$ cat config.mk
export PLATFORM = sky130hd
export DESIGN_NAME = dataint_crc_frame_ctrl
export DESIGN_NICKNAME = d
export VERILOG_FILES = /design/src/rtl/dataint_crc_frame_pkg.sv /design/src/rtl/dataint_crc_frame_sel_dec.sv /design/src/rtl/dataint_crc_frame_ctrl.sv
export SDC_FILE = /design/constraint.sdc
export NUM_CORES = 1
export LEC_CHECK = 0
export BUFFER_PORTS_ARGS = -buffer_cell sky130_fd_sc_hd__buf_2
export CAP_MARGIN = 10
export CELL_PAD_IN_SITES_DETAIL_PLACEMENT = 1
export CELL_PAD_IN_SITES_GLOBAL_PLACEMENT = 2
export CORE_UTILIZATION = 19
export CTS_CLUSTER_DIAMETER = 40
export DETAILED_ROUTE_END_ITERATION = 8
export PLACE_DENSITY = 0.8
export SLEW_MARGIN = 5
export SYNTH_ARGS = -nofsm -noshare
export SYNTH_HDL_FRONTEND = slang
export SYNTH_SLANG_ARGS = --single-unit
$ cat constraint.sdc
create_clock -name i_clk -period 1.7 [get_ports i_clk]
set_clock_uncertainty 0.15 [all_clocks]
set_input_delay 0.085 -clock i_clk [delete_from_list [all_inputs] [get_ports i_clk]]
set_output_delay 0.085 -clock i_clk [all_outputs]
set_load 0.005 [all_outputs]
$ cat src/rtl/dataint_crc_frame_pkg.sv
// Shared FSM state encoding and small helpers for the CRC frame controller.
package dataint_crc_frame_pkg;

  localparam logic [2:0] ST_IDLE_ENC   = 3'd0;
  localparam logic [2:0] ST_START_ENC  = 3'd1;
  localparam logic [2:0] ST_DATA_ENC   = 3'd2;
  localparam logic [2:0] ST_DRAIN_ENC  = 3'd3;
  localparam logic [2:0] ST_CAPT_ENC   = 3'd4;
  localparam logic [2:0] ST_RESULT_ENC = 3'd5;

  typedef enum logic [2:0] {
    ST_IDLE   = ST_IDLE_ENC,
    ST_START  = ST_START_ENC,
    ST_DATA   = ST_DATA_ENC,
    ST_DRAIN  = ST_DRAIN_ENC,
    ST_CAPT   = ST_CAPT_ENC,
    ST_RESULT = ST_RESULT_ENC
  } state_e;

  // Unsigned add that sticks at all-ones instead of wrapping.
  function automatic logic [31:0] sat_add32(input logic [31:0] a, input logic [31:0] b);
    logic [32:0] sum;
    sum = {1'b0, a} + {1'b0, b};
    return sum[32] ? 32'hFFFF_FFFF : sum[31:0];
  endfunction

endpackage

$ cat src/rtl/dataint_crc_frame_sel_dec.sv
// Turns a beat's byte count into the engine's one-hot cascade select,
// clamping oversized counts to a full beat and flagging them.
module dataint_crc_frame_sel_dec #(
  parameter int CHUNKS = 8,
  localparam int BW = $clog2(CHUNKS) + 1
) (
  input  logic [BW-1:0]     i_bytes,
  output logic [CHUNKS-1:0] o_sel,
  output logic [BW-1:0]     o_bytes_eff,
  output logic              o_err
);

  always_comb begin
    o_err       = 1'b0;
    o_bytes_eff = i_bytes;
    if (i_bytes > BW'(CHUNKS)) begin
      o_err       = 1'b1;
      o_bytes_eff = BW'(CHUNKS);
    end
    o_sel = '0;
    for (int k = 0; k < CHUNKS; k++) begin
      if (o_bytes_eff == BW'(k + 1)) o_sel[k] = 1'b1;
    end
  end

endmodule

$ cat src/rtl/dataint_crc_frame_ctrl.sv
// Frame sequencer that feeds a cascaded CRC engine and returns one CRC per frame.
// Optional byte counter enabled by macro DATAINT_CRC_FRAME_CTRL_BYTECNT_EN.
module dataint_crc_frame_ctrl
  import dataint_crc_frame_pkg::*;
#(
  parameter int DATA_WIDTH = 64,
  parameter int CHUNKS     = DATA_WIDTH / 8,
  parameter int CRC_WIDTH  = 64
) (
  input  logic                     i_clk,
  input  logic                     i_rst_n,
  input  logic                     i_valid,
  output logic                     o_ready,
  input  logic [DATA_WIDTH-1:0]    i_data,
  input  logic [$clog2(CHUNKS):0]  i_bytes,
  input  logic                     i_last,
  input  logic                     i_abort,
  output logic                     o_load_crc_start,
  output logic                     o_load_from_cascade,
  output logic [CHUNKS-1:0]        o_cascade_sel,
  output logic [DATA_WIDTH-1:0]    o_data,
  input  logic [CRC_WIDTH-1:0]     i_crc,
  output logic                     o_crc_valid,
  input  logic                     i_crc_ready,
  output logic [CRC_WIDTH-1:0]     o_crc,
  output logic                     o_err,
  output logic [31:0]              o_byte_count
);

  localparam int BW = $clog2(CHUNKS) + 1;

  state_e                 state_q;
  logic                   captWait_q;
  logic [CRC_WIDTH-1:0]   crc_q;
  logic                   crcValid_q;
  logic                   err_q;

  logic [CHUNKS-1:0]      decSel;
  logic [BW-1:0]          bytesEff;
  logic                   decErr;
  logic                   beatAcc;
  logic                   beatTake;

  dataint_crc_frame_sel_dec #(
    .CHUNKS(CHUNKS)
  ) u_sel_dec (
    .i_bytes     (i_bytes),
    .o_sel       (decSel),
    .o_bytes_eff (bytesEff),
    .o_err       (decErr)
  );

  // An abort on the same cycle as a beat discards that beat entirely.
  assign beatAcc  = i_valid && (state_q == ST_DATA);
  assign beatTake = beatAcc && !i_abort;

  assign o_ready             = (state_q == ST_DATA);
  assign o_load_crc_start    = (state_q == ST_START);
  assign o_load_from_cascade = beatTake && (bytesEff != '0);
  assign o_cascade_sel       = beatTake ? decSel : '0;
  assign o_data              = i_data;
  assign o_crc               = crc_q;
  assign o_crc_valid         = crcValid_q;
  assign o_err               = err_q;

  // CAPT lasts two cycles so the engine's registered CRC has a full cycle to settle.
  always_ff @(posedge i_clk) begin
    if (!i_rst_n) begin
      state_q    <= ST_IDLE;
      captWait_q <= 1'b0;
      crc_q      <= '0;
      crcValid_q <= 1'b0;
      err_q      <= 1'b0;
    end else begin
      case (state_q)
        ST_IDLE: begin
          if (i_valid) state_q <= ST_START;
        end
        ST_START: begin
          err_q   <= 1'b0;
          state_q <= i_abort ? ST_IDLE : ST_DATA;
        end
        ST_DATA: begin
          if (i_abort) begin
            state_q <= ST_IDLE;
          end else if (beatAcc) begin
            if (decErr) err_q <= 1'b1;
            if (i_last) state_q <= ST_DRAIN;
          end
        end
        ST_DRAIN: begin
          captWait_q <= 1'b1;
          state_q    <= i_abort ? ST_IDLE : ST_CAPT;
        end
        ST_CAPT: begin
          if (i_abort) begin
            captWait_q <= 1'b0;
            state_q    <= ST_IDLE;
          end else if (captWait_q) begin
            captWait_q <= 1'b0;
          end else begin
            crc_q      <= i_crc;
            crcValid_q <= 1'b1;
            state_q    <= ST_RESULT;
          end
        end
        ST_RESULT: begin
          if (i_crc_ready) begin
            crcValid_q <= 1'b0;
            state_q    <= ST_IDLE;
          end
        end
        default: state_q <= ST_IDLE;
      endcase
    end
  end

`ifdef DATAINT_CRC_FRAME_CTRL_BYTECNT_EN
  logic [31:0] byteCnt_q;
  logic [31:0] byteCnt_d;

  // Only DATA-state beats count, which freezes the total from DRAIN onwards.
  always_comb begin
    byteCnt_d = byteCnt_q;
    if (state_q == ST_START) begin
      byteCnt_d = '0;
    end else if (beatTake) begin
      byteCnt_d = sat_add32(byteCnt_q, 32'(bytesEff));
    end
  end

  always_ff @(posedge i_clk) begin
    if (!i_rst_n) byteCnt_q <= '0;
    else          byteCnt_q <= byteCnt_d;
  end

  assign o_byte_count = byteCnt_q;
`else
  assign o_byte_count = '0;
`endif

endmodule

# [After elaboration in Yosys (flattened, before gate mapping)]
# Cells that the tools add are included.
[totals] regBits=70 input_bits=138 out_inout_bits=173
[classes] magnitude_cmp=1 eq_ne=23 muxes=30 n_bitwise=2 n_reduce_logical=13
[ops] cell="3-bit 2-to-1 mux" n=8
[ops] cell="3-bit one-hot mux with 6 select lines" n=1
[ops] cell="4-bit by 3-bit == test with 1-bit output (second input constant)" n=4
[ops] cell="1-bit 2-to-1 mux" n=15
[ops] cell="2-bit != test (second input constant)" n=5
[ops] cell="4-bit by 2-bit == test with 1-bit output (second input constant)" n=2
[ops] cell="8-bit 2-to-1 mux" n=1
[ops] cell="4-bit AND reduction" n=2
[ops] cell="3-bit by 2-bit == test with 1-bit output (second input constant)" n=2
[ops] cell="3-bit == test (second input constant)" n=2
[ops] cell="3-bit by 1-bit != test with 1-bit output (second input constant)" n=2
[ops] cell="1-bit one-hot mux with 2 select lines" n=3
[ops] cell="2-bit nonzero test" n=3
[ops] cell="5-bit AND reduction" n=1
[ops] cell="4-bit by 1-bit == test with 1-bit output (second input constant)" n=1
[ops] cell="4-bit == test (second input constant)" n=1
[ops] cell="4-bit > comparator (second input constant)" n=1
[ops] cell="4-bit 2-to-1 mux" n=1
[ops] cell="2-bit by 1-bit != test with 1-bit output (second input constant)" n=2
[ops] cell="4-bit nonzero test" n=1
[ops] cell="3-bit by 1-bit == test with 1-bit output (second input constant)" n=1
[ops] cell="1-bit logical AND" n=3
[ops] cell="3-bit logical NOT" n=1
[ops] cell="3-bit != test (second input constant)" n=1
[ops] cell="4 further kinds" n=5

# [Depth between registers and ports, before layout]
[logic_depth] word_depth=6 mapped_depth=6

# [Cells and area by module]
# A second synthesis with hierarchy kept.
[hier_totals] cells_unflattened=444 area_unflattened_um2=3756.1
[by_module_without_submodules] module="dataint_crc_frame_ctrl" instances=1 cells_each=430 area_per_inst_um2=3626.0 seq_area_each_um2=1401.3
[by_module_without_submodules] module="dataint_crc_frame_sel_dec" instances=1 cells_each=14 area_per_inst_um2=130.1 seq_area_each_um2=0.0

# [Worst setup path after synthesis]
# OpenSTA, ideal clock, no wires.
[synth_timing] path_type="register -> register" startpoint="reg state_q[0]" endpoint="reg crc_q[0] (netlist: o_crc[0])" setup_time_ns=0.132 arrival_time_ns=1.293 t_required_ns=1.418 slack_ns=0.125 path_stages_with_launch=6 n_path_buf=2 period_less_slack_ns=1.575 path_cell_list="dfxtp_1 -> or4b_1 -> buf_4 -> buf_6 -> o21ai_1 -> a21oi_1"
[synth_via] elab_chain_cells=2
[synth_lines] element="start, declared" line_no="dataint_crc_frame_ctrl.sv:32" source="state_e state_q;"
[synth_lines] element="start signal, assigned" line_no="dataint_crc_frame_ctrl.sv:81" source="state_q <= i_abort ? ST_IDLE : ST_DATA;"
[synth_lines] element="start signal, assigned" line_no="dataint_crc_frame_ctrl.sv:93" source="state_q <= i_abort ? ST_IDLE : ST_CAPT;"
[synth_lines] element="3-bit == test" line_no="dataint_crc_frame_ctrl.sv:75" source="case (state_q)"
[synth_lines] element="3-bit AND reduction (no line)"
[synth_lines] element="end signal, assigned" line_no="dataint_crc_frame_ctrl.sv:102" source="crc_q <= i_crc;"
[synth_lines] element="end, declared" line_no="dataint_crc_frame_ctrl.sv:34" source="logic [CRC_WIDTH-1:0] crc_q;"
# No other way between the ends.
# A chain may end at the register's enable or synchronous reset.

# [Final worst setup path]
[layout_timing] startpoint="reg state_q[2]" endpoint="out o_cascade_sel[4]"
[layout_via] elab_chain_cells=4
[layout_lines] element="3-bit by 2-bit == test with 1-bit output" line_no="dataint_crc_frame_ctrl.sv:54" source="assign beatAcc = i_valid && (state_q == ST_DATA);"
[layout_lines] element="1-bit logical AND" line_no="dataint_crc_frame_ctrl.sv:54"
[layout_lines] element="1-bit logical AND" line_no="dataint_crc_frame_ctrl.sv:55" source="assign beatTake = beatAcc && !i_abort;"
[layout_lines] element="8-bit 2-to-1 mux" line_no="dataint_crc_frame_ctrl.sv:60" source="assign o_cascade_sel = beatTake ? decSel : '0;"
[layout_lines] element="end, declared" line_no="dataint_crc_frame_ctrl.sv:20" source="output logic [CHUNKS-1:0] o_cascade_sel,"
# No other way between the ends.

==> results.md <==
- Post-Route WL: 12.2 mm
- Avg Inst Size Synth: 8.11 um2
- Final Hold Viols: 0
- Final Cell Area: approximately 5300 um2
- Reg2reg end: o_crc[25]
- Storage cell area: approximately 1400 um2
- FILL cells: 2240
- Port Buffer Count: 150
- Cell taking the most area after synthesis: dfxtp_1
- H-Tree Depth: 3
- Sequential power share: a little over two fifths
- Leakage Power: around 2.2 nW
- Fin util: about 28%
- Vias in the first global route: about 3800
- Post-layout minimum cycle time: between 1.5 and 2 ns
- Fmax: 0.538 GHz
- Register clock-pin slew on the reported worst setup and hold paths: 0.06 ns
- # rows: 50
- Clk buf depth: 2
- Root Buffer: clkbuf_16
- Most frequent cell after synthesis: buf_4
- Met2 WL: slightly above 6 mm
- DRC: 0
- Cell Pwr Density: roughly 750 nW/um2
- Yosys reg bits: 70
- Area share of the largest cell type after synthesis: between 30% and 40%
- Worst Hold Path EP: o_data[6]
- Setup ws final: -0.159 ns
- Critical R2R Launch: state_q[1]
- DR WL met3: ~740 um
- Max Used Layer: met4
- DRT met1 WL: slightly below 5 mm
- Die Y-Extent: 140 um
- ANT nets after route: 0
- Ports: about 310
- Clk pwr share: 48.6%
- Fin crit share: 109%
- Status: finished with violations
- Starting Density: slightly below 20%
- Distinct cells, synth: 33
- Global-route wire length before repair: roughly 19 mm
- GRT Util Overall: about 12%
- Yosys Warn Count: 0
- Vias post-DR: between 3000 and 4000
- Synth area leaders: dfxtp_1, buf_4, a21oi_1
- Synth cell count leaders: buf_4, dfxtp_1, a21oi_1
- Gate Count Post-Synth: 445
- Crit path max fanout: 6
- Nets: between 700 and 800
- Sw Share: a little under a quarter
- Grt total ovfl: 0
- GP Congestion: around 0.7
- Crit path kind: reg -> out
- Clock sinks: 70
- Non-Filler Instances: ~840
- Placed cell area: 4110 um2
- CP Data Required Time: between 1 and 1.5 ns
- Crit end category: output pin
- Post-synthesis instance area: between 3000 and 4000 um2
- Psw: roughly 940 uW
- Seq/Total Area, Yosys: between 30% and 40%
- Multi-input gate area: between 1000 and 1500 um2
- Async SR Flop Fraction: 0%
- 1st-pass router iterations: 5
- HPWL after DPL: roughly 7.6 mm
- Largest net degree at the start of global routing: 57
- Layout cells sized above 1: between 30% and 40%
- Initial antenna violation count: 0
- R2r worst-path depth: 4
- # Max-Cap Violations: 0
- R2r setup slk: -0.15 ns
- Setup-failing EPs final: 73
- Dpl cells: 750
- WL per Instance: between 10 and 15 um
- Failing checks: negative setup slack
- WP data arrival: between 1.5 and 2 ns
- CP startpoint kind: flop
- Post-synth EDFFs: 0
- Hold Path Origin: i_data[6]
- Die X: 140 um
- Final Slew Violations: 0
- Combinational power share: under 10%
- Int Pwr: 2.99 mW
- Layout area overhead: 45.6%
- Clock buffer count from CTS: 9
- Inserted Diodes: 0
- CP startpoint: state_q[2]
- CTS tree: built
- Unrepaired setup endpoints after global routing: true
- Die ar.: 19600 um2
- Worst skew pair latency: ~0.34 ns
- Core Box Area: 18600 um2
- Most used DFF post-synth: dfxtp_1
- Cells on Worst Hold Path: 0
- Min-delay worst type: in -> out
- Vias/cell: around 4.3
- Iter 0 DRT Violations: approximately 120
- Peak supply drop: around 0.42 mV
## power groups by stage
stage | clock [mW] | combinational, mW | sequential (mW)
after floorplan | 0 | 0.262 | 1.69
after CTS | 1.98 | 0.357 | 1.65
after detailed placement | 0 | 0.228 | 1.69
final | 1.91 | 0.370 | 1.65
after global routing | 2.08 | 0.402 | 1.65
after global placement | 0 | 0.227 | 1.69
## how the worst max path moves through the flow
| stage | to | cells after the start |
|---|---|---|
| 2_1_floorplan | o_crc[0] | 5 |
| 6_report | o_cascade_sel[4] | 6 |
| 3_5_place_dp | o_crc[44] | 4 |
| 4_1_cts | o_cascade_sel[2] | 6 |
| 5_1_grt | o_cascade_sel[0] | 6 |
| 3_3_place_gp | o_crc[35] | 4 |
## metal layers
metal  global-route usage [%]  vias to the layer above
met1                     12.2                     1687
met5                        0                        -
met4                     5.96                        0
li1                         -                     1735
met2                     22.5                      143
met3                     3.65                       28
## kinds of logic (layout without fill, tap and decap cells)
logic type | after synthesis | after routing | share of synthesized area [%]
DFF | 70 | 70 | 38.8
muxes | 1 | 1 | 0.277
AOI/OAI and AO/OA | 139 | 139 | 19.7
and+or+nand+nor | 95 | 95 | 14.4
xor gates and xnor gates | 1 | 1 | 0.243
other | 1 | 32 | 0.104
buffers and inverters | 138 | 269 | 26.4
## layout make-up
type | count | share of cell area, %
Sequential cell | 70 | 26.7
Inverter | 4 | 0.286
Multi-Input combinational cell | 268 | 27.7
Clock buffer | 9 | 4.28
Clock inverter | 7 | 1.38
Timing Repair Buffer | 249 | 34.1
Tap cell | 234 | 5.57
## critical path: stages, from the launching register on
cell	delay [ns]
dfxtp_2	0.32
buf_6	0.13
nor4b_4	0.27
buf_4	0.17
nand3_2	0.08
nor3_1	0.18
buf_2	0.13
## metrics by stage
step / setup slack [ns] / hold slack [ns] / power [mW] / TNS [ns]
floorplan: 0.125 / 0.0511 / 1.95 / 0
global placement: -0.0889 / 0.0200 / 1.91 / -2.62
detailed placement: -0.116 / 0.0200 / 1.91 / -4.51
CTS: -0.218 / 0.0101 / 3.99 / -6.81
global route: -0.258 / 0.0200 / 4.13 / -11.23
finish: -0.159 / 0.0200 / 3.93 / -6.63
## state kept, by name, summed over array words and instances (netlist names)
name	flops
o_crc	64
state_q	3
o_err	1
o_crc_valid	1
captWait_q	1
## placed cells by master (no fill, tap or decap), types with 2 or more instances in the layout
cell           synthesis  layout
inv_2                  0       2
inv_1                  3       2
dfxtp_1               70      67
inv_6                  0       2
nor3_2                 0       2
dlygate4sd3_1          0      67
nor3_1                 5       3
nor2_1                 5       5
o21ai_0                2       2
nand3_1               65      64
nor2b_1                2       2
buf_4                103      18
dfxtp_2                0       3
nor4b_4                0       2
nor4_2                 0       3
a21oi_2                0       4
conb_1                 1      32
nand2b_1               2       2
clkbuf_16              0      10
a21oi_1               68      64
clkinvlp_4             0       2
clkinv_2               0       2
buf_12                 0       7
buf_2                  4     150
o21ai_1               64      64
buf_6                  6       5
and3_1                 2       2
## repair_timing
action,in CTS,in global routing
pin swaps,7,4
gates cloned,0,1
resized for setup,10,14
endpoints found under the setup margin,73,75
setup buffers,3,4
hold buffers,67,0
endpoints found under the hold margin,69,0
No activity file was read; power rests on OpenSTA's default activity.
